## src/rtl/pc_fetch_ctrl_pkg.sv

```systemverilog
// Shared CPU constants: datapath widths, reset PC, HALT opcode, fetch FSM
// encodings and the branch-control encodings produced by decode.
package pc_fetch_ctrl_pkg;

  localparam int          ADDR_WIDTH  = 16;
  localparam int          INSTR_WIDTH = 16;
  localparam logic [15:0] RESET_PC    = 16'h0000;
  localparam logic [3:0]  OPCODE_HALT = 4'hF;

  localparam logic [0:0] ST_RUN    = 1'b0;
  localparam logic [0:0] ST_HALTED = 1'b1;

  localparam logic [1:0] BRANCH_NONE = 2'd0;
  localparam logic [1:0] BRANCH_BEQ  = 2'd1;
  localparam logic [1:0] BRANCH_BNE  = 2'd2;
  localparam logic [1:0] BRANCH_JMP  = 2'd3;

endpackage

```

## src/rtl/pc_fetch_ctrl_ifid_reg.sv

```systemverilog
// IF/ID pipeline register, one-cycle capture. Priority: rst, then flush
// (bubble, instr cleared), then stall (hold), else capture.
module ifid_reg #(
  parameter int ADDR_WIDTH  = 16,
  parameter int INSTR_WIDTH = 16
) (
  input  logic                   clk,
  input  logic                   rst,
  input  logic                   stall,
  input  logic                   flush,
  input  logic [INSTR_WIDTH-1:0] fetch_instr,
  input  logic [ADDR_WIDTH-1:0]  fetch_pc_plus1,
  output logic [INSTR_WIDTH-1:0] instr,
  output logic [ADDR_WIDTH-1:0]  pc_plus1,
  output logic                   valid
);

  always_ff @(posedge clk) begin
    if (rst) begin
      instr    <= '0;
      pc_plus1 <= '0;
      valid    <= 1'b0;
    end else if (flush) begin
      // pc_plus1 is left as-is: it is meaningless once valid drops
      instr <= '0;
      valid <= 1'b0;
    end else if (!stall) begin
      instr    <= fetch_instr;
      pc_plus1 <= fetch_pc_plus1;
      valid    <= 1'b1;
    end
  end

endmodule

```

## src/rtl/pc_fetch_ctrl.sv

```systemverilog
// PC select, IF/ID ownership, redirect squash and HALT freeze; redirect lands next edge.
// Optional PC_FETCH_STATS_EN adds a saturating taken-redirect counter on taken_count.
module pc_fetch_ctrl
  import pc_fetch_ctrl_pkg::*;
#(
  parameter int                    ADDR_WIDTH  = pc_fetch_ctrl_pkg::ADDR_WIDTH,
  parameter int                    INSTR_WIDTH = pc_fetch_ctrl_pkg::INSTR_WIDTH,
  parameter logic [ADDR_WIDTH-1:0] RESET_PC    = pc_fetch_ctrl_pkg::RESET_PC,
  parameter logic [3:0]            OPCODE_HALT = pc_fetch_ctrl_pkg::OPCODE_HALT
) (
  input  logic                   clk,
  input  logic                   rst,
  input  logic                   stall,
  input  logic                   branch,
  input  logic [ADDR_WIDTH-1:0]  branch_target,
  input  logic                   jump,
  input  logic [ADDR_WIDTH-1:0]  jump_target,
  input  logic [INSTR_WIDTH-1:0] imem_data,
  output logic [ADDR_WIDTH-1:0]  imem_addr,
  output logic [INSTR_WIDTH-1:0] ifid_instr,
  output logic [ADDR_WIDTH-1:0]  ifid_pc_plus1,
  output logic                   ifid_valid,
  output logic                   flush_idex,
  output logic                   halted,
  output logic [15:0]            taken_count
);

  logic [0:0]            state;
  logic [ADDR_WIDTH-1:0] pc;
  logic [ADDR_WIDTH-1:0] pc_plus1;
  logic [ADDR_WIDTH-1:0] target;
  logic                  running;
  logic                  redirect;
  logic                  apply_redirect;
  logic                  halt_detect;

  assign running        = (state == ST_RUN);
  assign redirect       = branch | jump;
  assign target         = branch ? branch_target : jump_target;
  assign apply_redirect = redirect & running;
  assign pc_plus1       = pc + ADDR_WIDTH'(1);

  // A redirect in the same cycle means the HALT in ID is wrong-path.
  assign halt_detect = running & ifid_valid & ~stall & ~redirect &
                       (ifid_instr[INSTR_WIDTH-1 -: 4] == OPCODE_HALT);

  assign flush_idex = apply_redirect;
  assign imem_addr  = pc;
  assign halted     = (state == ST_HALTED);

  always_ff @(posedge clk) begin
    if (rst) begin
      pc <= RESET_PC;
    end else if (!running) begin
      pc <= pc;
    end else if (redirect) begin
      pc <= target;
    end else if (!stall) begin
      pc <= pc_plus1;
    end
  end

  always_ff @(posedge clk) begin
    if (rst) begin
      state <= ST_RUN;
    end else if (halt_detect) begin
      state <= ST_HALTED;
    end
  end

  // While halted the register is flushed every cycle so nothing decodes.
  ifid_reg #(
    .ADDR_WIDTH  (ADDR_WIDTH),
    .INSTR_WIDTH (INSTR_WIDTH)
  ) u_ifid_reg (
    .clk            (clk),
    .rst            (rst),
    .stall          (stall),
    .flush          (apply_redirect | ~running),
    .fetch_instr    (imem_data),
    .fetch_pc_plus1 (pc_plus1),
    .instr          (ifid_instr),
    .pc_plus1       (ifid_pc_plus1),
    .valid          (ifid_valid)
  );

`ifdef PC_FETCH_STATS_EN
  logic [15:0] taken_cnt;

  always_ff @(posedge clk) begin
    if (rst) begin
      taken_cnt <= '0;
    end else if (apply_redirect && (taken_cnt != 16'hFFFF)) begin
      taken_cnt <= taken_cnt + 16'd1;
    end
  end

  assign taken_count = taken_cnt;
`else
  assign taken_count = '0;
`endif

endmodule

```

## config.mk

```make
export PLATFORM = sky130hd
export DESIGN_NAME = pc_fetch_ctrl
export DESIGN_NICKNAME = d
export VERILOG_FILES = /design/src/rtl/pc_fetch_ctrl_pkg.sv /design/src/rtl/pc_fetch_ctrl_ifid_reg.sv /design/src/rtl/pc_fetch_ctrl.sv
export SDC_FILE = /design/constraint.sdc
export NUM_CORES = 1
export LEC_CHECK = 0
export CAP_MARGIN = 20
export CORE_MARGIN = 2
export CORE_UTILIZATION = 42
export CTS_CLUSTER_DIAMETER = 200
export CTS_CLUSTER_SIZE = 28
export DETAILED_ROUTE_END_ITERATION = 10
export PLACE_DENSITY = 0.81
export SLEW_MARGIN = 25
export SYNTH_ARGS = -nofsm -noshare
export SYNTH_HDL_FRONTEND = slang
export SYNTH_SLANG_ARGS = --single-unit
```

## constraint.sdc

```tcl
create_clock -name clk -period 2 [get_ports clk]
set_clock_uncertainty 0.05 [all_clocks]
set_input_delay 0.4 -clock clk [delete_from_list [all_inputs] [get_ports clk]]
set_output_delay 0.4 -clock clk [all_outputs]
set_load 0.02 [all_outputs]
```

==> flow_metrics.tcl <==
set metrics [dict create \
    status "completed" \
    fin_nets 481 \
    area_delta_synth_final_pct 52.9 \
    core_area_um2 5960 \
    vias 2739 \
    h-tree-depth 2 \
    fin_ws_ns 0.0861 \
    first_pass_iters 5 \
    ys_seq_area_share_pct 38.5 \
    numCtsBuffers 5 \
    synth_warnings 0 \
    finalHoldViolCount 0 \
    drv_slew 0 \
    syn_area_per_cell_um2 8.58 \
    async_flop_share_pct 0 \
    yosys.area_share.adder_pct 0.481 \
    postRouteAntennaNets 0 \
    post_drt_wl_per_cell_um 15.3 \
    arrival_ns 1.46 \
    synth.area.mux_share_pct 7.31 \
    synth.cell_area_um2 2600 \
    synthTopCellsByArea "dfxtp_1 (38%), mux2i_1 (7.3%), nor2_1 (6.3%)" \
    setup_viol 0 \
    cp.required_ns 1.55 \
    powerDensity_nw_per_um2 591 \
    clk_pin_slew_ns 0.09 \
    ir_drop_mv 0.367 \
    period_minus_slack_ns 1.91 \
    gp_congestion 0.975 \
    cts_setup_buffers 0 \
    worstSetupPathType "register to output pin" \
    synth_xor_area_share_pct 4.04 \
    fin_crit_sh_pct 95.7 \
    via_per_inst 5.45 \
    yosys.area.top_type_share_pct 38.5 \
    worstHoldPathType "register to register" \
    grt_pass1_wl_mm 11.7 \
    drive_gt1_share_pct 12.6 \
    rows 28 \
    cp_max_fo 5 \
    fin_util_pct 66.8 \
    die_w_um 82.7 \
    grt_max_degree 24 \
    synth_top_family_by_area "simple AND/OR/NAND/NOR gates" \
    p_leak_nw 1.50 \
    antenna_found_initial 0 \
    die_area_um2 6840 \
    slew_headroom_pct 63.7 \
    clock_path_buffers 2 \
    synth_edf_count 0 \
    max_cap_violations 0 \
    synth-simple-area-share_pct 21.4 \
    cts_num_sinks 50 \
    grt.overflow.total 0 \
    root_buffer "clkbuf_8" \
    cts_tree "done" \
    start_util_pct 43.7 \
    die_h_um 82.7 \
    drtIter0Drc 197 \
    dp_slack_ns -0.333 \
    worst_pin_slew_ns 0.544 \
    dpl.hpwl_mm 5.70 \
    diodes 0 \
    synth_compound_gate_area_share_pct 19.5 \
    drc 0 \
    grt_usage_pct 22.3 \
    routed_wl_mm 7.68 \
    synth_flop_cell "dfxtp_1" \
    port_buffers 103 \
    netlist_instances 303 \
    synth.distinct_cells 53 \
    crit_path_start_kind "register" \
    rsz0062_at_grt "false" \
    hold_buffers 0 \
    yosys.area.top_type "dfxtp_1" \
    clock_latency_ns 0.30 \
    grt_pass1_vias 2448 \
    maxClockFrequency_mhz 522 \
    fin_tns_setup_ns 0 \
    ios 120 \
    end_kind "output pin" \
    synth-seq-cells 50 \
]
-- synthesized netlist by cell type (all sizes together) (6+ instances only) --
library cell  number
nor3               8
a22o               6
xnor2              8
nand3              7
a21oi             13
o21ai             12
nor4               6
dfxtp             50
nor2              44
mux2i             19
inv                7
buf               23
clkbuf            13
nand2             15
a211oi            14
-- worst paths after layout --
path / startpoint / endpoint / slack [ns] / cells after the start
max: imem_addr[7] / imem_addr[7] / 0.09 / 2
min: u_ifid_reg.valid / u_ifid_reg.valid / 0.42 / 2
max reg2reg: imem_addr[0] / imem_addr[14] / 0.18 / 5
min reg2reg: u_ifid_reg.valid / u_ifid_reg.valid / 0.42 / 2
-- registers in the layout, indices dropped and copies added, names as in the netlist --
signal,cells
u_ifid_reg.instr,16
u_ifid_reg.pc_plus1,16
imem_addr,16
halted,1
u_ifid_reg.valid,1
-- critical path, cell delays in order (launching register included) --
cell and delay (ns):
dfxtp_1 0.39, buf_4 0.16, clkdlybuf4s50_1 0.61
-- routing by layer --
metal / wire (µm) / track usage, % / vias to the layer above
li1: - / - / 1315
met1: 3190 / 27.7 / 1293
met2: 3750 / 38.0 / 118
met3: 623 / 6.30 / 13
met4: 108 / 5.90 / 0
met5: 0 / 0 / -
-- per-stage QoR --
step,instances,area [µm²],hold slack (ns),power [mW]
2_1_floorplan,318,2660,0.484,1.40
3_3_place_gp,493,3830,0.397,1.65
3_5_place_dp,493,3830,0.409,1.66
4_1_cts,501,3950,0.423,2.36
5_1_grt,503,3980,0.440,2.45
6_report,503,3980,0.419,2.35
-- cells by family (layout without fill, tap and decap cells) --
logic type / Yosys count / count (layout)
muxes: 19 / 19
buffers and inverters: 43 / 153
DFF: 50 / 50
adders and majority gates: 1 / 1
other: 1 / 16
AOI/OAI and AO/OA: 71 / 71
and+or+nand+nor: 106 / 106
xor gates and xnor gates: 12 / 12
-- power breakdown --
part,switching [mW],internal [mW],total [mW]
logic,0.265,0.291,0.557
registers,0.0529,1.04,1.09
clock network,0.324,0.375,0.698
total,0.642,1.71,2.35
-- placed cells by master (no fill, tap or decap), types with 3 or more instances in the layout --
master and n:
inv_1 7, nand2_1 15, o31a_1 3, xnor2_1 8, nor4_2 4, nor2b_1 3
a21oi_1 13, nor2_1 44, a22o_1 6, or3_1 5, conb_1 16, a22oi_1 3
clkbuf_8 5, nor3_1 6, buf_4 32, o32ai_1 3, clkdlybuf4s50_1 101, dfxtp_1 49
nand4_1 4, xor2_1 4, a211oi_1 12, mux2i_1 19, nand3_1 7, o21ai_0 11
-- what timing repair did --
| item | 4_1_cts | 5_1_grt |
|---|---|---|
| endpoints found under the hold margin | 0 | 0 |
| gates cloned | 0 | 2 |
| resized for setup | 3 | 7 |
| endpoints found under the setup margin | 4 | 20 |
| pin swaps | 1 | 1 |
-- layout make-up --
class	instances	area, µm²
Fill cell	507	1980
Multi-Input combinational cell	225	1450
Timing Repair Buffer	138	1300
Sequential cell	50	1000
Tap cell	75	93.8
Clock buffer	7	76.3
Clock inverter	1	30.0
Inverter	7	26.3
Power figures use the tool's default switching activity.
